[config.mk]
export PLATFORM = sky130hd
export DESIGN_NAME = shift_add_mult
export DESIGN_NICKNAME = d
export VERILOG_FILES = /design/src/rtl/mult_pkg.sv /design/src/rtl/sam_datapath.sv /design/src/rtl/shift_add_mult.sv
export SDC_FILE = /design/constraint.sdc
export NUM_CORES = 1
export LEC_CHECK = 0
export ABC_AREA = 1
export BUFFER_PORTS_ARGS = -buffer_cell sky130_fd_sc_hd__buf_4
export CAP_MARGIN = 0
export CORE_MARGIN = 2
export CORE_UTILIZATION = 53
export CTS_CLUSTER_SIZE = 12
export DETAILED_ROUTE_END_ITERATION = 10
export GPL_ROUTABILITY_DRIVEN = 0
export GPL_TIMING_DRIVEN = 0
export PLACE_DENSITY = 0.76
export SYNTH_ARGS = -nofsm -noshare
export SYNTH_HDL_FRONTEND = slang
export SYNTH_SLANG_ARGS = --single-unit
[constraint.sdc]
create_clock -name clk -period 2.4 [get_ports clk]
set_clock_uncertainty 0.05 [all_clocks]
set_input_delay 0.12 -clock clk [delete_from_list [all_inputs] [get_ports clk]]
set_output_delay 0.12 -clock clk [all_outputs]
set_load 0.01 [all_outputs]
[src/rtl/mult_pkg.sv]
// Shared types and constants for the shift-and-add multiplier.
// Holds the controller state encoding and the default operand width.
package mult_pkg;

    localparam int DEFAULT_WIDTH = 4;

    typedef enum logic [1:0] {
        IDLE = 2'd0,
        RUN  = 2'd1,
        DONE = 2'd2
    } state_t;

endpackage

[src/rtl/sam_datapath.sv]
// Operand, accumulator and counter registers for the shift-and-add multiplier.
// Also holds the magnitude, add/shift and result-negation logic, plus the product register.
module sam_datapath
    import mult_pkg::*;
#(
    parameter int WIDTH      = DEFAULT_WIDTH,
    parameter int EARLY_TERM = 1
) (
    input  logic                 clk,
    input  logic                 reset,
    input  logic                 load,
    input  logic                 step,
    input  logic                 signed_mode,
    input  logic [WIDTH-1:0]     a,
    input  logic [WIDTH-1:0]     b,
    output logic [2*WIDTH-1:0]   prod,
    output logic                 last
);

    localparam int PW = 2 * WIDTH;
    localparam int CW = $clog2(WIDTH + 1);

    logic [WIDTH-1:0] mcand;
    logic [WIDTH-1:0] mplier;
    logic [WIDTH-1:0] mplier_next;
    logic [WIDTH-1:0] a_mag;
    logic [WIDTH-1:0] b_mag;
    logic [PW-1:0]    acc;
    logic [PW-1:0]    acc_next;
    logic [PW-1:0]    addend;
    logic [PW-1:0]    result;
    logic [CW-1:0]    cnt;
    logic [CW-1:0]    cnt_next;
    logic             neg;

    // The most negative operand negates onto itself, which reads correctly as an unsigned magnitude.
    always_comb begin
        a_mag       = (signed_mode && a[WIDTH-1]) ? (~a + WIDTH'(1)) : a;
        b_mag       = (signed_mode && b[WIDTH-1]) ? (~b + WIDTH'(1)) : b;
        addend      = mplier[0] ? ({{WIDTH{1'b0}}, mcand} << cnt) : '0;
        acc_next    = acc + addend;
        mplier_next = mplier >> 1;
        cnt_next    = cnt + CW'(1);
        result      = neg ? (~acc_next + PW'(1)) : acc_next;
        last        = (cnt_next == CW'(WIDTH)) ||
                      ((EARLY_TERM != 0) && (mplier_next == '0));
    end

    always_ff @(posedge clk) begin
        if (reset) begin
            mcand  <= '0;
            mplier <= '0;
            acc    <= '0;
            cnt    <= '0;
            neg    <= 1'b0;
            prod   <= '0;
        end else if (load) begin
            mcand  <= a_mag;
            mplier <= b_mag;
            acc    <= '0;
            cnt    <= '0;
            neg    <= signed_mode & (a[WIDTH-1] ^ b[WIDTH-1]);
        end else if (step) begin
            acc    <= acc_next;
            mplier <= mplier_next;
            cnt    <= cnt_next;
            if (last) begin
                prod <= result;
            end
        end
    end

endmodule

[src/rtl/shift_add_mult.sv]
// Sequential shift-and-add multiplier: IDLE/RUN/DONE controller around sam_datapath.
// One partial product per RUN cycle, with optional early exit once the multiplier runs out of ones.
module shift_add_mult
    import mult_pkg::*;
#(
    parameter int WIDTH      = DEFAULT_WIDTH,
    parameter int EARLY_TERM = 1
) (
    input  logic                 clk,
    input  logic                 reset,
    input  logic                 start,
    input  logic                 signed_mode,
    input  logic [WIDTH-1:0]     a,
    input  logic [WIDTH-1:0]     b,
    output logic [2*WIDTH-1:0]   prod,
    output logic                 valid,
    output logic                 busy
);

    state_t state;
    logic   accept;
    logic   step;
    logic   last;

    assign accept = start && ((state == IDLE) || (state == DONE));
    assign step   = (state == RUN);

    sam_datapath #(
        .WIDTH      (WIDTH),
        .EARLY_TERM (EARLY_TERM)
    ) u_datapath (
        .clk         (clk),
        .reset       (reset),
        .load        (accept),
        .step        (step),
        .signed_mode (signed_mode),
        .a           (a),
        .b           (b),
        .prod        (prod),
        .last        (last)
    );

    // Start is only honoured outside RUN, so a request during a multiply is simply dropped.
    always_ff @(posedge clk) begin
        if (reset) begin
            state <= IDLE;
            valid <= 1'b0;
            busy  <= 1'b0;
        end else begin
            valid <= 1'b0;
            case (state)
                IDLE, DONE: begin
                    if (start) begin
                        state <= RUN;
                        busy  <= 1'b1;
                    end else begin
                        state <= IDLE;
                    end
                end
                RUN: begin
                    if (last) begin
                        state <= DONE;
                        busy  <= 1'b0;
                        valid <= 1'b1;
                    end
                end
                default: begin
                    state <= IDLE;
                    busy  <= 1'b0;
                end
            endcase
        end
    end

endmodule

# ---- Yosys cells after proc, flatten, opt, wreduce, memory -nomap -nowiden
# Index checks and enable logic that the tools add are counted.
dict set report classes {
  addsub 5
  eq_ne 5
  shifts 1
  muxes 13
  bitwise_logic 7
  reduce_logical 13
}
# operator n
set ops {}
lappend ops {{two-way mux 4 bit} 4}
lappend ops {{two-way mux 8 bit} 2}
lappend ops {{adder 4 x 1 -> 4 bit (second input constant)} 2}
lappend ops {{adder 8 x 1 -> 8 bit (second input constant)} 1}
lappend ops {{adder 8 bit} 1}
lappend ops {{inverter 4 bit} 2}
lappend ops {{inverter 8 bit} 1}
lappend ops {{left shift 4 x 3 -> 8 bit} 1}
lappend ops {{OR reduction 2 bit} 3}
lappend ops {{logical NOT 4 bit} 1}
lappend ops {{two-way mux 1 bit} 4}
lappend ops {{one-hot mux 2 bit (2 select lines)} 1}
lappend ops {{adder 3 x 1 -> 3 bit (second input constant)} 1}
lappend ops {{equality test 3 bit (second input constant)} 1}
lappend ops {{logical AND 1 bit} 3}
lappend ops {{AND reduction 3 bit} 1}
lappend ops {{equality test 2 x 1 -> 1 bit (second input constant)} 1}
lappend ops {{equality test 2 bit (second input constant)} 1}
lappend ops {{logical NOT 2 bit} 1}
lappend ops {{logical OR 1 bit} 2}
lappend ops {{two-way mux 2 bit} 1}
lappend ops {{!= test 2 x 1 -> 1 bit (second input constant)} 1}
lappend ops {{!= test 2 bit (second input constant)} 1}
lappend ops {{inverter 1 bit} 2}
lappend ops {{5 further kinds} 5}
dict set report word_totals {
  ff_bits 32
  inputBits 12
  out_inout_bits 10
  word_cells 53
}

# ---- Longest topological paths before layout
dict set report logic_depth {
  depth_word 6
  mapped_depth 20
  ltp_nobuf 20
}

# ---- Cells and area by module
# From an unflattened synthesis, not the netlist that was laid out.
dict set report hier_totals {
  hier_cells 307
  hier_area_um2 2016.9
}
# mod instances cells_per_inst area_per_inst_um2 seq_area_each_um2
set modules_own_cells {}
lappend modules_own_cells {sam_datapath 1 286 1864.3 560.5}
lappend modules_own_cells {shift_add_mult 1 21 152.6 80.1}

# ---- Least setup slack after synthesis
# No wires, ideal clock.
dict set report synth_path {
  path_type {reg2reg}
  startpoint {register u_datapath.cnt[1]}
  endpoint {register u_datapath.prod[6]}
  setup_time_ns 0.117
  arrival_time_ns 2.115
  required_ns 2.233
  setup_slack_ns 0.118
  stages_incl_launch_ff 15
  path_buffers 0
  period_less_slack_ns 2.282
  path_cell_list {dfxtp_1 inv_1 nand3_1 nor2_1 ha_1 fa_1 inv_1 ha_1 nand2_1 nor3_1 nand2_1 nand3_1 nand2_1 nor2_1 nor2_1}
}
dict set report synth_via {
  elab_chain_cells 6
  word_cells_on_any_way 10
  classes_between {add/sub (3); eq/ne (1); shift (1); mux (2); bitwise (1); reduce/logical (2)}
}
# item line_no
set synth_lines {}
lappend synth_lines {{start, declared} sam_datapath.sv:32} ;# logic [CW-1:0] cnt;
lappend synth_lines {{start signal, assigned} sam_datapath.sv:66} ;# cnt <= cnt_next;
lappend synth_lines {{left shift 4 x 3 -> 8 bit} sam_datapath.sv:40} ;# addend = mplier[0] ? ({{WIDTH{1'b0}}, mcand} << cnt) : '0;
lappend synth_lines {{two-way mux 8 bit} sam_datapath.sv:40}
lappend synth_lines {{adder 8 bit} sam_datapath.sv:41} ;# acc_next = acc + addend;
lappend synth_lines {{net u_datapath.acc_next[1]} sam_datapath.sv:29} ;# logic [PW-1:0] acc_next;
lappend synth_lines {{inverter 8 bit} sam_datapath.sv:44} ;# result = neg ? (~acc_next + PW'(1)) : acc_next;
lappend synth_lines {{adder 8 x 1 -> 8 bit} sam_datapath.sv:44}
lappend synth_lines {{two-way mux 8 bit} sam_datapath.sv:44}
lappend synth_lines {{end signal, assigned} sam_datapath.sv:68} ;# prod <= result;
lappend synth_lines {{end, declared} sam_datapath.sv:16} ;# output logic [2*WIDTH-1:0] prod,
# The timed path passes the listed nets, and every way through them passes these cells.
# A chain may end at the register's enable or synchronous reset.

# ---- Worst setup path in the final report
dict set report layout_path {
  startpoint {register u_datapath.cnt[0]}
  endpoint {register u_datapath.prod[6]}
}
dict set report layout_via {
  elab_chain_cells 6
  word_cells_on_any_way 10
  classes_between {add/sub (3); eq/ne (1); shift (1); mux (2); bitwise (1); reduce/logical (2)}
}
# item line_no
set layout_lines {}
lappend layout_lines {{left shift 4 x 3 -> 8 bit} sam_datapath.sv:40}
lappend layout_lines {{two-way mux 8 bit} sam_datapath.sv:40}
lappend layout_lines {{adder 8 bit} sam_datapath.sv:41}
lappend layout_lines {{inverter 8 bit} sam_datapath.sv:44}
lappend layout_lines {{adder 8 x 1 -> 8 bit} sam_datapath.sv:44}
lappend layout_lines {{two-way mux 8 bit} sam_datapath.sv:44}
# Several ways; a longest one is shown, not always the timed one.

==> results.toml <==
[floorplan]
die_y_um = 65.7
io_pins = 22
rows = 22
core_area_mm2 = 0.00366
start_util_pct = 55.2
fp.dieArea_mm2 = 0.00432
die_w_um = 65.7

[synthesis]
synth_top_family_by_area = "simple AND/OR/NAND/NOR gates"
synth-compound-area-share_pct = 17.4
synth_edf_count = 0
syn-num-nets = 325
yosysTopAreaCell = "dfxtp_1"
synth_cells = 300
synth-simple-area-share_pct = 28.4
synth_area_leaders = "dfxtp_1, nand2_1, inv_1"
synth_top_area_share_pct = 31.7
ys.flop_type = "dfxtp_1"
synth_seq_area_share_pct = 31.7
ys_ff_latch = 32
yosys_warnings = 0
avgSynthCellArea_um2 = 6.74
synth_area_mm2 = 0.00202
synth_adder_area_share_pct = 8.42
ys_types = 34
synthMuxAreaShare_pct = 0
async_reset_ff_share_pct = 0
synth_xor_area_share_pct = 2.60

[cts]
clk_pin_slew_worst_paths_ns = 0.07
clk_latency_ns = 0.29
cts_buffers = 5
cts.htree.levels = 2
cts_tree = "yes"
cts_buffer_depth = 2
cts-root-buf = "clkbuf_8"
cts.sinks = 32

[timing]
setup_slack_ns = 0.0513
max_freq_mhz = 426
timing.hold.ws_ns = 0.0654
tightest_slew_ns = 0.413
fin_crit_ns = 2.35
period_share_pct = 97.9
drv_slew = 0
tns_ns = 0
setup_viol = 0
rsz0062_at_grt = "true"
final_hold_viol_count = 0
slew_headroom_pct = 72.5

[setup_path]
path_max_fanout = 7
rrSetupSlack_ns = 0.05
setup.worst_path.end_class = "register"
start_kind = "register"
worstSetupPathType = "register to register"
cp.arrival_ns = 2.48
cp.required_ns = 2.53

[placed_design]
numPortBuffers = 21
dp_hpwl_um = 3470
preCtsSetupSlack_ns = -0.134
dpl-instance-area_mm2 = 0.00224

[route]
drt_iter0_markers = 99
ant_nets = 0
drt_wl_total_um = 4980
drc = 0
drt-vias-per-instance = 5.22
wire_per_inst_um = 13.1
vias = 1987
firstDrtPassIters = 4

[global_routing]
use_met3_pct = 4.62
antenna_found_initial = 0
met1_usage_pct = 28.7
grt_max_degree = 12
grt_pass1_wl_um = 7650
grt_use_total_pct = 23.0
grt_busiest_layer = "met2"
grt_pass1_vias = 1756
grtUsageMet2_pct = 38.8
grt_overflow = 0

[flow_run]
maxCapViolCount = 0

[power_and_ir_drop]
power_density_mw_per_mm2 = 573
power_leakage_nw = 1.24
ir_worst_vdd_uv = 363

[final_layout]
fin_nets = 357
syn2layout_area_growth_pct = 27.1
antenna_cells = 0
postLayoutCellArea_mm2 = 0.00257
drive_above_1_share_pct = 26.7

[run_status]
status = "finished clean"

[min_path]
hp-class = "primary input to register"
metal layers:
metal  share of wire (%)  up-vias
li1                    -     1044
met2                  50       41
met4                 2.1        0
met5                   0        -
met3                 3.9       12
met1                  44      890
sequential cells by signal, summed over array words and instances, names as in the netlist:
signal / flops
u_datapath.cnt: 3
u_datapath.mcand: 4
u_datapath.acc: 8
u_datapath.mplier: 4
u_datapath.neg: 1
valid: 1
busy: 1
u_datapath.prod: 8
state: 2
synthesized netlist by cell type (all sizes together) (4+ instances only):
library cell	instances
inv	49
nor2	37
ha	12
nand2	69
o211ai	4
o21ai	26
buf	4
nand3	21
dfxtp	32
nor3	4
a21oi	20
stage by stage:
step	power, W	util (%)	cells
floorplan	0.000806	-	300
global placement	0.000889	61.1	369
detailed placement	0.000896	61.1	369
CTS	0.00142	64.6	377
global route	0.00154	70.2	381
finish	0.00147	70.2	381
layout make-up:
cell class | instances | area, µm²
plain buffers | 5 | 40.0
clock buffers | 5 | 68.8
clock inverters | 3 | 42.5
fillers | 326 | 1090
inverters | 50 | 200
multi-input cells | 213 | 1320
flip-flops and latches | 32 | 651
well taps | 48 | 60.1
repair buffers | 25 | 188
cells by family (layout without fill, tap and decap cells):
family / after synthesis / in the layout
buffers and inverters: 55 / 88
XOR/XNOR: 6 / 6
adder cells (fa/ha/maj): 13 / 13
AO/OA/AOI/OAI: 62 / 62
AND/OR/NAND/NOR: 132 / 132
flip-flops: 32 / 32
path summary, 6_finish.rpt:
path                                        start                  end  depth (start not counted)
worst max register to register  u_datapath.cnt[0]   u_datapath.prod[6]                         16
worst max-delay path            u_datapath.cnt[0]   u_datapath.prod[6]                         16
worst min-delay path                         a[3]  u_datapath.mcand[3]                          2
worst min register to register           state[0]                 busy                          1
where the power goes:
part           leakage, nW  total (W)  internal, W  switching (W)
Combinational        0.917   0.000340     0.000141       0.000200
Sequential           0.264   0.000605     0.000569      0.0000367
Clock               0.0541   0.000526     0.000307       0.000219
cell usage in the layout (no fill, tap or decap), types with 2 or more instances in the layout:
cell,instances
inv_1,42
buf_4,26
nand3_2,7
dfxtp_2,2
o22ai_1,3
nor2_1,30
a31oi_1,2
nand2_4,4
nor2_4,3
xnor2_1,3
a21oi_1,19
o21ai_2,3
o211ai_1,4
nand2_2,13
a211oi_1,2
dfxtp_1,28
nand3_1,13
o21ai_1,2
nor3_1,3
inv_2,5
clkbuf_8,5
nand2_1,52
xor2_1,3
ha_1,10
dfxtp_4,2
nor2_2,3
ha_4,2
o21ai_0,20
critical path, cell delays in order, from the launching register on:
cell and delay (ns):
dfxtp_4 0.43, nand2_4 0.07, o21ai_4 0.06, nor2_1 0.06, a31oi_1 0.19, o22ai_1 0.13, ha_1 0.38, buf_4 0.13
inv_1 0.04, nand3_2 0.09, nand2_2 0.10, nor3_2 0.18, nand2_1 0.08, nand3_1 0.08, nand2_1 0.05, nor2_1 0.08
nor2_1 0.05
what timing repair did:
item,in CTS,in global routing
setup endpoints to repair,6,8
setup buffers,0,4
pin swaps,0,21
gates resized for setup,9,49
gates cloned,0,0
hold buffers,0,0
Power figures use the tool's default switching activity.
